### src/rtl/interp_tap_scheduler.sv
// Tap sequencer for the quarter-pel affine interpolation MCM bank: steps samples through the
// shared tap multipliers, accumulates products, then rounds and saturates one output per block.
module interp_tap_scheduler #(
    parameter int unsigned TAPS   = 6,
    parameter int unsigned CENTER = 2,
    parameter int unsigned SHIFT  = 6,
    parameter int unsigned DW     = 16,
    parameter int unsigned OW     = 16
) (
    input  logic          clk,
    input  logic          rst_n,
    input  logic          s_valid,
    output logic          s_ready,
    input  logic [DW-1:0] s_data,
    input  logic [1:0]    s_frac,
    output logic [31:0]   mcm_x,
    output logic [3:0]    mcm_tap,
    output logic [1:0]    mcm_phase,
    input  logic [31:0]   mcm_y,
    output logic          m_valid,
    input  logic          m_ready,
    output logic [OW-1:0] m_data
);

    localparam logic signed [32:0] RndOff = 33'sd1 <<< (SHIFT - 1);
    localparam logic signed [32:0] SatMax = (33'sd1 <<< (OW - 1)) - 33'sd1;
    localparam logic signed [32:0] SatMin = -(33'sd1 <<< (OW - 1));

    // StHold means a result is registered and not yet consumed; input stalls only while
    // m_ready is also low, so a consume and the next tap 0 can share a cycle.
    typedef enum logic [0:0] {StAcc, StHold} state_e;

    state_e             state_q, state_d;
    logic [3:0]         tap_cnt_q, tap_cnt_d;
    logic [1:0]         phase_q, phase_d;
    logic signed [31:0] acc_q, acc_d;
    logic [OW-1:0]      m_data_q, m_data_d;

    logic               accept, first, last;
    logic [1:0]         phase_eff;
    logic signed [31:0] x_ext, prod, sum;
    logic signed [32:0] rnd, rsh;
    logic [OW-1:0]      sat;

    always_ff @(posedge clk) begin
        if (!rst_n) begin
            state_q   <= StAcc;
            tap_cnt_q <= '0;
            phase_q   <= '0;
            acc_q     <= '0;
            m_data_q  <= '0;
        end else begin
            state_q   <= state_d;
            tap_cnt_q <= tap_cnt_d;
            phase_q   <= phase_d;
            acc_q     <= acc_d;
            m_data_q  <= m_data_d;
        end
    end

    // Datapath: effective phase, product selection, final sum, round and saturate.
    always_comb begin
        x_ext     = {{(32 - DW){s_data[DW-1]}}, s_data};
        first     = (tap_cnt_q == '0);
        last      = (tap_cnt_q == 4'(TAPS - 1));
        phase_eff = first ? s_frac : phase_q;
        prod      = '0;
        if (phase_eff != 2'd0) begin
            prod = $signed(mcm_y);
        end else if (tap_cnt_q == 4'(CENTER)) begin
            prod = x_ext <<< SHIFT;
        end
        sum = (first ? 32'sd0 : acc_q) + prod;
        rnd = $signed({sum[31], sum}) + RndOff;
        rsh = rnd >>> SHIFT;
        if (rsh > SatMax) begin
            sat = SatMax[OW-1:0];
        end else if (rsh < SatMin) begin
            sat = SatMin[OW-1:0];
        end else begin
            sat = rsh[OW-1:0];
        end
    end

    always_comb begin
        state_d   = state_q;
        tap_cnt_d = tap_cnt_q;
        phase_d   = phase_q;
        acc_d     = acc_q;
        m_data_d  = m_data_q;
        if (state_q == StHold && m_ready) begin
            state_d = StAcc;
        end
        if (accept) begin
            tap_cnt_d = last ? 4'd0 : tap_cnt_q + 4'd1;
            acc_d     = sum;
            if (first) begin
                phase_d = s_frac;
            end
            if (last) begin
                state_d  = StHold;
                m_data_d = sat;
            end
        end
    end

    always_comb begin
        s_ready   = (state_q == StAcc) || m_ready;
        accept    = s_valid && s_ready;
        m_valid   = (state_q == StHold);
        m_data    = m_data_q;
        mcm_x     = x_ext;
        mcm_tap   = tap_cnt_q;
        mcm_phase = phase_eff;
    end

endmodule

### config.mk
export PLATFORM = sky130hd
export DESIGN_NAME = interp_tap_scheduler
export DESIGN_NICKNAME = d
export VERILOG_FILES = /design/src/rtl/interp_tap_scheduler.sv
export SDC_FILE = /design/constraint.sdc
export NUM_CORES = 1
export LEC_CHECK = 0
export ABC_AREA = 1
export CAP_MARGIN = 15
export CORE_UTILIZATION = 56
export DETAILED_ROUTE_END_ITERATION = 7
export GPL_TIMING_DRIVEN = 0
export PLACE_DENSITY = 0.83
export SYNTH_ARGS = -nofsm -noshare
export SYNTH_HDL_FRONTEND = slang
export SYNTH_SLANG_ARGS = --single-unit
### constraint.sdc
create_clock -name clk -period 6.07 [get_ports clk]
set_clock_uncertainty 0.05 [all_clocks]
set_input_delay 1.214 -clock clk [delete_from_list [all_inputs] [get_ports clk]]
set_output_delay 1.214 -clock clk [all_outputs]
set_load 0.005 [all_outputs]
# Word level (Yosys, flattened, before mapping)
# Index checks and enable logic that the tools add are counted.
[classes] n_bitwise=1 muxes=10 n_lt_le_gt_ge=2 n_reduce_logical=6 n_eq_ne=2 n_addsub=3
[ops] operator="$mux W32" count=3
[ops] operator="$add A32 B7 Y33 const B" count=1
[ops] operator="$add A32 B32 Y32" count=1
[ops] operator="$mux W16" count=2
[ops] operator="$gt A27 B16 Y1 const B" count=1
[ops] operator="$lt A27 B16 Y1 const B" count=1
[ops] operator="$add A4 B1 Y4 const B" count=1
[ops] operator="$eq A4 B2 Y1 const B" count=1
[ops] operator="$eq A4 B3 Y1 const B" count=1
[ops] operator="$logic_not A4 Y1" count=1
[ops] operator="$mux W4" count=1
[ops] operator="$mux W1" count=3
[ops] operator="$logic_and A1 B1 Y1" count=2
[ops] operator="$mux W2" count=1
[ops] operator="$reduce_and A2 Y1" count=1
[ops] operator="$reduce_bool A2 Y1" count=1
[ops] operator="$logic_or A1 B1 Y1" count=1
[ops] operator="$not A1 Y1" count=1
[totals] register_bits=55 out_inout_bits=56 elab_cells=29 inputBits=54

# Logic depth before layout (Yosys ltp)
# Gate-level depths: netlist (run 1).
[depth] word_depth=9 ltp_mapped=36 depth_no_buf=35

# Least setup slack after synthesis (run 1)
# No wires, ideal clock.
[synth_path] path_kind="input -> register" start="input s_frac[1]" end="register m_data_q[10] (netlist: m_data[10])" required_time_ns=5.898 setup_time_ns=0.122 n_path_buf=2 stages=28 setup_slack_ns=1.244 arrival_ns=4.654 path_cell_list="o21ai_0 -> inv_1 -> nor2_2 -> clkbuf_1 -> nor2_1 -> ha_1 -> inv_1 -> fa_1 -> inv_1 -> nand3_1 -> nand3_1 -> nand2_1 -> nand3_1 -> nand2_2 -> ha_1 -> nand3_1 -> nor2_4 -> nand3_4 -> nor2_4 -> nand2_4 -> nor2_8 -> xor2_1 -> nand3_1 -> nor2_2 -> nand3_2 -> a21oi_4 -> buf_6 -> a21oi_2"
[synth_via] elab_chain_cells=8 word_cells_on_any_way=9 cone_classes="2 x add/sub; 2 x order compare; 4 x mux; 1 x reduce/logical"
[synth_lines] item="start: declaration" line_no="15" rtl="input logic [1:0] s_frac,"
[synth_lines] item="$mux W2 *"
[synth_lines] item="named net mcm_phase[1]" line_no="18" rtl="output logic [1:0] mcm_phase,"
[synth_lines] item="$reduce_bool A2 Y1 *" line_no="68" rtl="if (phase_eff != 2'd0) begin"
[synth_lines] item="$mux W32 *" line_no="68"
[synth_lines] item="$add A32 B32 Y32 *" line_no="73" rtl="sum = (first ? 32'sd0 : acc_q) + prod;"
[synth_lines] item="named net sum[6]" line_no="41" rtl="logic signed [31:0] x_ext, prod, sum;"
[synth_lines] item="$add A32 B7 Y33 *" line_no="74" rtl="rnd = $signed({sum[31], sum}) + RndOff;"
[synth_lines] item="$lt A27 B16 Y1" line_no="78" rtl="end else if (rsh < SatMin) begin"
[synth_lines] item="$mux W16" line_no="78"
[synth_lines] item="$mux W16 *" line_no="76" rtl="if (rsh > SatMax) begin"
[synth_lines] item="end signal: assignment" line_no="57" rtl="m_data_q <= m_data_d;"
[synth_lines] item="end: declaration" line_no="37" rtl="logic [OW-1:0] m_data_q, m_data_d;"
# The timed path passes the listed nets; every way through them passes the cells marked *.
# A chain may end at the register's enable or synchronous reset.

# Final worst setup path (run 1)
[layout_path] start="input s_frac[1]" end="register m_data_q[9] (netlist: m_data[9])"
[layout_via] elab_chain_cells=8 word_cells_on_any_way=9 cone_classes="2 x add/sub; 2 x order compare; 4 x mux; 1 x reduce/logical"
[layout_lines] item="$mux W2 *"
[layout_lines] item="$reduce_bool A2 Y1 *" line_no="68"
[layout_lines] item="$mux W32 *" line_no="68"
[layout_lines] item="$add A32 B32 Y32 *" line_no="73"
[layout_lines] item="$add A32 B7 Y33 *" line_no="74"
[layout_lines] item="$lt A27 B16 Y1" line_no="78"
[layout_lines] item="$mux W16" line_no="78"
[layout_lines] item="$mux W16 *" line_no="76"
# Every way passes the cells marked *; elsewhere a longest branch is shown, timed or not.

==> flow_summary_export.csv, run 1 <==
group,metric,value,unit
yosys,synth_top_family_by_area,"simple AND/OR/NAND/NOR gates",
route,wl_per_cell,14.1,um
floorplan,ios,110,
critical_path,crit_fanout,10,
critical_path,critPathKind,"input port to flop",
place,gp_congestion,1.01,
grt,grt_pass1_wl,34000,um
critical_path,crit_arrival,5.88,ns
critical_path,worstPathRequired,6.21,ns
yosys,yosysUniqueCellTypes,39,
place,dp_hpwl,17900,um
timing,setup_viol,0,
floorplan,die_w,113,um
hold_path,hold_depth,2,
yosys,synthCells,1251,
grt,grt_overflow,0,
floorplan,dieArea,12800,um2
layout,fillers,1162,
clock_network,post_cts_buffers,0,
timing,period_share,94.5,%
critical_path,cp-start-kind,"input port",
pwr,pwr-share-seq,25.4,%
yosys,synth_common_cells,"nand2_1 (397), inv_1 (223), nor2_1 (115)",
yosys,synthesis.area,6930,um2
yosys,synth-edff-count,0,
pwr,vdd_drop_max,0.000134,V
pwr,pwr-share-comb,52.3,%
layout,syn_to_final_growth,21.0,%
pwr,intPower,0.000860,W
outcome,status,"completed",
timing,fmax,174,MHz
yosys,ys_ff_latch,55,
grt,grt_pass1_vias,7176,
pwr,finalPower,0.00155,W
clock_network,cts.reportedPaths.clkPinSlew,0.08,ns
clock_network,cts_root_buffer,"clkbuf_16",
yosys,synthXorXnorAreaFrac,2.40,%
clock_network,clock_path_buffers,2,
pwr,swShare,44.5,%
grt,grt_max_degree,19,
route,vias_per_cell,5.23,
route,drt-total-wl,21300,um
yosys,yosysMostFrequentCell,"nand2_1",
yosys,synth-simple-area-share,47.1,%
yosys,synth.mux.area_fraction,0,%
floorplan,initial_core_util,57.7,%
floorplan,coreArea,12000,um2
clock_network,post_cts_resized,0,
clock_network,ctsHoldBuffers,0,
critical_path,r2r_cells,25,
yosys,netlist.area_leader.share,21.5,%
hold_path,min_path_type,"flop to flop",
yosys,avgSynthCellArea,5.54,um2
clock_network,cts_tree,"built",
layout,seq_area,1100,um2
yosys,synth_top_area_cell,"nand2_1",
yosys,yosysWarningCount,0,
yosys,yosysSeqAreaShare,15.9,%
route,drt.antenna.violating_nets,0,
clock_network,clkSinkCount,55,
timing,setup_ws,0.334,ns
pwr,p_switching,0.000689,W
yosys,syn-num-nets,1338,
floorplan,die_h,113,um
pwr,power_leakage,4.54,nW
layout,antenna_cells,0,
yosys,synthFlopType,"dfxtp_1",
yosys,async_flop_share,0,%
run,cap_violations,0,
timing,slew_headroom,31.7,%
clock_network,clkLatencyLatePin,0.31,ns
route,first_iter_violations,613,
timing,fin_crit,5.74,ns
layout,final_layout_size_suffix_gt1_share,11.0,%
floorplan,rows,40,
critical_path,cp-end-kind,"flop",
timing,maxSlewViolCount,0,
pwr,clkPwrFrac,22.2,%
timing,whs,0.410,ns
layout,fin_nets,1454,
clock_network,h-tree-depth,2,
yosys,synth-adder-area-share,6.07,%
timing,worst_pin_slew,1.02,ns
route,firstDrtPassIters,6,
grt,antenna_found_initial,0,
timing,grt_setup_unrepaired,"false",
place,port_buffers,109,
clock_network,numCtsBuffers,5,
pwr,power_density,185,nW/um2
route,drcViolationCount,0,
yosys,synth.area.top_cells,"nand2_1 (22%), dfxtp_1 (16%), inv_1 (12%)",
route,vias,7919,
grt,grt_usage,33.9,%
layout,multiInputGateArea,4600,um2
yosys,synth_compound_area_share,10.7,%
place,place_ws,-0.0432,ns
timing,hold_viol,0,
## logic make-up (layout without fill, tap and decap cells)
logic type / count (synthesis) / in the layout
buffers and inverters: 291 / 408
xor gates and xnor gates: 19 / 19
AOI/OAI and AO/OA: 132 / 132
and+or+nand+nor: 721 / 721
DFF: 55 / 55
adders and majority gates: 33 / 33
## layout make-up
type | instances | share of cell area [%]
clock buffer | 6 | 1.54
inverter | 236 | 10.6
timing repair buffer | 109 | 13.0
clock inverter | 2 | 0.463
tap | 147 | 2.19
buffer | 55 | 4.23
multi-input combinational | 905 | 54.9
sequential | 55 | 13.1
## power by group through the flow
stage	registers (W)	logic, W	clock network (W)
after floorplan	0.000400	0.000559	0
after global placement	0.000401	0.000780	0
after detailed placement	0.000402	0.000792	0
after CTS	0.000393	0.000797	0.000343
after global routing	0.000396	0.000897	0.000358
final	0.000394	0.000811	0.000345
## through the flow
| stage | util [%] | instance area (um2) | setup TNS, ns | std cells |
|---|---|---|---|---|
| finish | 69.8 | 8380 | 0 | 1515 |
| detailed placement | 68.3 | 8200 | -0.391 | 1507 |
| CTS | 69.7 | 8370 | 0 | 1515 |
| global route | 69.8 | 8380 | 0 | 1515 |
| floorplan | - | 6930 | 0 | 1251 |
| global placement | 68.3 | 8200 | 0 | 1507 |
## critical path, stage by stage
cell             delay (ns)
clkdlybuf4s50_1        0.46
o21ai_0                0.08
inv_1                  0.14
nor2_4                 0.08
inv_2                  0.20
clkbuf_1               0.50
nand2_1                0.11
nand2_1                0.10
ha_1                   0.32
nand2_4                0.16
inv_2                  0.06
a21oi_4                0.18
nand2_4                0.10
nand2_2                0.09
nand2_1                0.15
nor2_2                 0.27
nand3_2                0.17
nor2_1                 0.44
nand4_1                0.15
nand2_1                0.09
nand2_1                0.06
nor2_2                 0.10
nand3_2                0.16
a21oi_4                0.22
buf_6                  0.19
a21oi_2                0.06
## flip-flops by register name, indices dropped and copies added, names as in the netlist
name,flops
acc_q,32
m_data,16
m_valid,1
mcm_tap,4
phase_q,2
## path summary, 6_finish.rpt
| path | slack, ns | from | to |
|---|---|---|---|
| setup / recovery | 0.33 | s_frac[1] | m_data[9]$_SDFFE_PN0P_ |
| hold / removal | 0.41 | acc_q[0]$_SDFFE_PN0P_ | acc_q[0]$_SDFFE_PN0P_ |
| setup reg to reg | 0.90 | mcm_tap[1]$_SDFFE_PN0P_ | m_data[9]$_SDFFE_PN0P_ |
| hold reg to reg | 0.41 | acc_q[0]$_SDFFE_PN0P_ | acc_q[0]$_SDFFE_PN0P_ |
## cell usage in the layout, fill, tap and decap left out, types with 17 or more instances in the layout
master	Yosys	layout
xor2_1	17	17
nor2_2	18	17
nand2_1	397	397
buf_4	32	32
clkbuf_1	21	21
ha_1	32	32
inv_1	223	223
dfxtp_1	55	55
nand3_1	86	86
a21oi_1	57	56
o21ai_0	54	54
nand4_1	24	24
clkdlybuf4s50_1	0	109
nor2_1	115	115
nand2_2	39	39
## metal layers
| metal | vias to the layer above | routed length, um | global-route usage [%] |
|---|---|---|---|
| met5 | - | 0 | 0 |
| met4 | 0 | 1040 | 16.8 |
| met3 | 66 | 1220 | 4.07 |
| met2 | 292 | 9920 | 58.2 |
| met1 | 3491 | 9110 | 41.7 |
| li1 | 4070 | - | - |
(Power assumes the default switching activity.)
==> run 2: changes to the inputs <==
--- a/config.mk
+++ b/config.mk
@@ -7,10 +7,12 @@
 export LEC_CHECK = 0
 export ABC_AREA = 1
 export CAP_MARGIN = 15
+export CORE_MARGIN = 1.5
 export CORE_UTILIZATION = 56
 export DETAILED_ROUTE_END_ITERATION = 7
 export GPL_TIMING_DRIVEN = 0
 export PLACE_DENSITY = 0.83
+export SLEW_MARGIN = 5
 export SYNTH_ARGS = -nofsm -noshare
 export SYNTH_HDL_FRONTEND = slang
 export SYNTH_SLANG_ARGS = --single-unit
==> flow_summary_export.csv, run 2 (synthesis results as in run 1) <==
group,metric,value,unit
timing,slew_headroom,57.4,%
pwr,vdd_drop_max,0.000140,V
timing,setup_tns,0,ns
layout,seq_area,1100,um2
grt,grt_use_met3,3.76,%
run,cap_violations,0,
clock_network,cts_tree,"built",
critical_path,crit_arrival,5.88,ns
route,vias_per_cell,5.24,
hold_path,min_path_type,"flop to flop",
grt,use_met2,57.6,%
clock_network,h-tree-depth,2,
pwr,swShare,45.8,%
route,vias,8058,
outcome,status,"completed",
layout,final_cell_mix,"nand2_1 (397), inv_1 (223), nor2_1 (115), clkdlybuf4s50_1 (109), nand3_1 (86)",
pwr,clkPwrFrac,20.4,%
critical_path,cp-end-kind,"flop",
floorplan,dieArea,13000,um2
layout,regMostFlops,"acc_q",
floorplan,ios,110,
route,wl_per_cell,14.1,um
route,drcViolationCount,0,
route,drt.antenna.violating_nets,0,
clock_network,numCtsBuffers,5,
layout,syn_to_final_growth,21.1,%
pwr,power_leakage,4.53,nW
clock_network,clkSinkCount,55,
clock_network,cts_root_buffer,"clkbuf_16",
grt,grt_pass1_wl,34200,um
clock_network,clkLatencyLatePin,0.31,ns
timing,setup_viol,0,
clock_network,ctsHoldBuffers,0,
grt,grt_usage,33.5,%
floorplan,coreArea,12100,um2
pwr,power_density,181,nW/um2
critical_path,critPathKind,"input port to flop",
clock_network,post_cts_buffers,0,
timing,fmax,174,MHz
timing,whs,0.413,ns
pwr,finalPower,0.00151,W
pwr,pwr-share-seq,26.0,%
pwr,intPower,0.000820,W
layout,antenna_cells,0,
pwr,pwr-share-comb,53.6,%
critical_path,crit_fanout,10,
grt,grt_use_met1,41.2,%
grt,grt-busiest-layer,"met2",
clock_network,cts.reportedPaths.clkPinSlew,0.08,ns
floorplan,die_w,114,um
layout,final_area,8390,um2
layout,multiInputGateArea,4590,um2
layout,fin_nets,1455,
floorplan,die_h,114,um
grt,grt_max_degree,20,
critical_path,worstPathRequired,6.21,ns
critical_path,rrSetupSlack,0.90,ns
timing,period_share,94.6,%
route,first_iter_violations,608,
grt,grt_pass1_vias,7313,
timing,grt_setup_unrepaired,"false",
place,dp_hpwl,18000,um
route,firstDrtPassIters,6,
place,port_buffers,109,
timing,maxSlewViolCount,0,
floorplan,initial_core_util,57.4,%
place,gp_congestion,0.991,
timing,hold_viol,0,
timing,worst_pin_slew,0.639,ns
layout,layout_commonest_cell,"nand2_1",
floorplan,rows,40,
grt,grt_overflow,0,
route,drt-total-wl,21600,um
place,place_area,8230,um2
layout,finish.utilization,69.6,%
layout,fillers,1138,
timing,fin_crit,5.74,ns
pwr,p_switching,0.000694,W
grt,antenna_found_initial,0,
clock_network,clock_path_buffers,2,
layout,largest_reg_flops,32,
critical_path,cp-start-kind,"input port",
layout,final_layout_size_suffix_gt1_share,11.1,%
[run 2: cell count changes in the layout (fill, tap and decap cells not counted), sizes merged]
cell and change:
bufinv -1, clkinvlp +1, inv +1, clkbuf -1, buf +1
[run 2: repair_timing]
action                                  in CTS  in global routing
gates resized for setup                      0                  4
hold endpoints to repair                     0                  0
endpoints found under the setup margin       0                 10
[run 2: final timing paths]
kind                           start                       to  cells past startpoint
min            acc_q[0]$_SDFFE_PN0P_    acc_q[0]$_SDFFE_PN0P_                      2
min reg2reg    acc_q[0]$_SDFFE_PN0P_    acc_q[0]$_SDFFE_PN0P_                      2
max reg2reg  mcm_tap[0]$_SDFFE_PN0P_  m_data[14]$_SDFFE_PN0P_                     29
max                        s_frac[1]  m_data[14]$_SDFFE_PN0P_                     28
[run 2: layer usage]
metal	vias up	share of wire (%)
li1	4058	-
met1	3576	41
met2	355	46
met3	69	7.7
met4	0	4.9
met5	-	0
[run 2: layout make-up]
type                            count  share of cell area (%)
Sequential cell                    55                    13.1
Inverter                          236                    10.6
Clock buffer                        5                    1.49
Multi-Input combinational cell    905                    54.7
Tap cell                          168                    2.51
Timing Repair Buffer              110                    13.1
Buffer                             55                    4.21
Clock inverter                      3                   0.328
[run 2: stage by stage]
stage / setup WS, ns / cells
after floorplan: 1.24 / 1251
final: 0.326 / 1537
after global routing: 0.0331 / 1537
after CTS: 0.206 / 1536
after detailed placement: -0.0788 / 1528
after global placement: 0.0336 / 1528
[run 2: worst max-delay path: stages]
cell and delay [ns]:
clkdlybuf4s50_1 0.45, o21ai_0 0.07, inv_1 0.12, nor2_2 0.08
inv_2 0.22, clkbuf_1 0.50, nand2_1 0.16, nand2_1 0.12
ha_1 0.30, nand2_1 0.15, inv_1 0.09, a21oi_1 0.16
nand2_1 0.13, a21oi_1 0.32, nand2_1 0.15, nand2_1 0.09
nand2_1 0.12, nor2_1 0.12, nand3_1 0.15, nor2_1 0.17
nand3_1 0.08, nand2_1 0.06, nand2_1 0.06, nor2_1 0.11
nand3_2 0.18, a21oi_4 0.23, buf_6 0.20, a21oi_2 0.06
[run 2: power groups by stage]
stage               registers [W]  clock network [W]  logic (W)
finish                   0.000393           0.000309   0.000812
global route             0.000396           0.000326   0.000899
CTS                      0.000393           0.000311   0.000800
detailed placement       0.000402                  0   0.000795
global placement         0.000401                  0   0.000784
floorplan                0.000400                  0   0.000559
==> run 3: changes to the inputs <==
--- a/config.mk
+++ b/config.mk
@@ -5,10 +5,9 @@
 export SDC_FILE = /design/constraint.sdc
 export NUM_CORES = 1
 export LEC_CHECK = 0
-export ABC_AREA = 1
 export CAP_MARGIN = 15
 export CORE_MARGIN = 1.5
-export CORE_UTILIZATION = 56
+export CORE_UTILIZATION = 55
 export DETAILED_ROUTE_END_ITERATION = 7
 export GPL_TIMING_DRIVEN = 0
 export PLACE_DENSITY = 0.83
==> flow_summary_export.csv, run 3 <==
group,metric,value,unit
pwr,power_leakage,3.37,nW
place,dp_hpwl,14000,um
yosys,yosysWarningCount,0,
yosys,syn-num-nets,902,
layout,final_area,8280,um2
layout,final_cell_mix,"nand2_1 (135), clkdlybuf4s50_1 (105), buf_4 (76), dfxtp_1 (55), nor2_1 (49)",
hold_path,holdPathEnd,"acc_q[20]$_SDFFE_PN0P_",
pwr,vdd_drop_max,0.000144,V
critical_path,worstPathRequired,6.31,ns
clock_network,clkLatencyLatePin,0.35,ns
route,vias,6908,
grt,grt_max_degree,21,
critical_path,crit_arrival,6.18,ns
yosys,synthFlopType,"dfxtp_1",
grt,grt_use_met3,5.55,%
critical_path,cp-end-kind,"flop",
timing,slew_headroom,49.7,%
timing,setup_tns,0,ns
floorplan,rows,38,
clock_network,cts.reportedPaths.clkPinSlew,0.12,ns
timing,maxSlewViolCount,0,
yosys,synth_common_cells,"nand2_1 (137), dfxtp_1 (55), nor2_1 (52)",
layout,fin_nets,1057,
yosys,ys_ff_latch,55,
yosys,async_flop_share,0,%
pwr,power_density,166,nW/um2
timing,worst_pin_slew,0.754,ns
critical_path,rrSetupSlack,0.13,ns
place,place_ws,-1.72,ns
yosys,yosysUniqueCellTypes,89,
floorplan,coreArea,10800,um2
layout,antenna_cells,0,
clock_network,cts_tree,"built",
grt,grt_use_met1,43.4,%
grt,use_met2,56.1,%
pwr,finalPower,0.00138,W
yosys,synthCells,815,
run,cap_violations,0,
clock_network,cts_root_buffer,"clkbuf_8",
route,drt.antenna.violating_nets,0,
clock_network,numCtsBuffers,5,
floorplan,die_w,108,um
place,place_area,7340,um2
floorplan,dieArea,11700,um2
grt,grt-busiest-layer,"met2",
timing,setup_viol,0,
outcome,status,"completed",
layout,syn_to_final_growth,36.3,%
critical_path,critPathKind,"flop to flop",
grt,grt_usage,33.9,%
layout,largest_reg_flops,32,
yosys,avgSynthCellArea,7.45,um2
grt,grt_overflow,0,
clock_network,h-tree-depth,2,
hold_path,hold_depth,2,
critical_path,critical-path-top-delay-family,"compound AO/OA/AOI/OAI gates",
clock_network,clkSinkCount,55,
place,port_buffers,108,
grt,grt_pass1_vias,6141,
layout,finish.utilization,76.7,%
route,wl_per_cell,18.6,um
route,firstDrtPassIters,6,
critical_path,cp-start-kind,"flop",
hold_path,hold_start,"acc_q[20]$_SDFFE_PN0P_",
layout,final_layout_size_suffix_gt1_share,21.6,%
route,drcViolationCount,0,
floorplan,ios,110,
critical_path,worstReg2RegEnd,"m_data[10]$_SDFFE_PN0P_",
yosys,synth-edff-count,0,
timing,period_share,97.9,%
clock_network,ctsHoldBuffers,0,
clock_network,clock_path_buffers,2,
yosys,synth.area.top_cells,"dfxtp_1 (18%), nand2_1 (8.5%), ha_1 (6.6%)",
yosys,synth_top_area_cell,"dfxtp_1",
layout,regMostFlops,"acc_q",
floorplan,die_h,108,um
route,first_iter_violations,898,
critical_path,critPathBufInv,6,
critical_path,crit_fanout,10,
yosys,yosysSeqAreaShare,18.1,%
critical_path,r2r_cells,25,
layout,layout_commonest_cell,"nand2_1",
route,drt-total-wl,20600,um
place,gp_congestion,0.970,
critical_path,r2r_start,"mcm_tap[0]$_SDFFE_PN0P_",
hold_path,min_path_type,"flop to flop",
route,vias_per_cell,6.22,
yosys,netlist.area_leader.share,18.1,%
yosys,synthesis.area,6070,um2
layout,fillers,766,
grt,antenna_found_initial,0,
yosys,yosysMostFrequentCell,"nand2_1",
critical_path,crit_slowest_cell,"or4_4",
timing,fmax,168,MHz
grt,grt_pass1_wl,30900,um
timing,hold_viol,0,
timing,setup_ws,0.125,ns
floorplan,initial_core_util,56.2,%
critical_path,slowest_delay,0.63,ns
timing,fin_crit,5.94,ns
## run 3: how the worst max path moves through the flow
stage	slack, ns	depth (start not counted)	end	startpoint
finish	0.13	25	m_data[10]$_SDFFE_PN0P_	mcm_tap[0]$_SDFFE_PN0P_
global route	-0.03	25	m_data[10]$_SDFFE_PN0P_	mcm_tap[0]$_SDFFE_PN0P_
CTS	0.002	23	m_data[10]$_SDFFE_PN0P_	s_frac[1]
detailed placement	-1.72	23	m_data[10]$_SDFFE_PN0P_	s_frac[1]
global placement	-1.70	22	m_data[10]$_SDFFE_PN0P_	s_frac[0]
floorplan	0.21	21	m_data[10]$_SDFFE_PN0P_	s_frac[0]
## run 3: final cells by class
type                            instances  area, um2  area share [%]
Clock inverter                          3       28.8           0.348
Multi-Input combinational cell        667       4900            59.2
Tap cell                              140        175            2.12
Timing Repair Buffer                  151       1420            17.1
Clock buffer                            5       68.8           0.832
Buffer                                 79        542            6.55
Sequential cell                        55       1100            13.3
Inverter                               11       41.3           0.499
## run 3: tightest hold or removal path: cells and delay by family (launching register included)
kind             cells  cell delay (ns)
AND/OR/NAND/NOR      1             0.04
AO/OA/AOI/OAI        1             0.06
flip-flops           1             0.33
## run 3: cell families after synthesis
family	after synthesis	share of synthesized area (%)
AOI/OAI and AO/OA	229	29.0
xor gates and xnor gates	39	6.06
adders and majority gates	33	6.93
buffers and inverters	93	8.53
DFF	55	18.1
muxes	3	0.515
and+or+nand+nor	363	30.8
## run 3: through the flow
step	hold WS, ns	std cells
finish	0.417	1111
global route	0.434	1111
CTS	0.419	1091
detailed placement	0.403	1064
global placement	0.397	1063
floorplan	0.386	815
## run 3: power breakdown
part	switching, W	internal (W)
Sequential	0.00000987	0.000382
Combinational	0.000424	0.000319
Clock	0.000156	0.0000879
Total	0.000590	0.000788
## run 3: repair_timing
action	4_1_cts	5_1_grt
endpoints found under the setup margin	17	15
pin swaps	22	30
hold endpoints to repair	0	0
gates resized for setup	70	59
buffers inserted	19	22
gates cloned	0	1
## run 3: layer usage
| metal | up-vias | wire, um | share of wire, % |
|---|---|---|---|
| met2 | 454 | 9420 | 46 |
| met3 | 110 | 2060 | 10 |
| li1 | 3208 | - | - |
| met4 | 0 | 1040 | 5.0 |
| met5 | - | 0 | 0 |
| met1 | 3136 | 8120 | 39 |
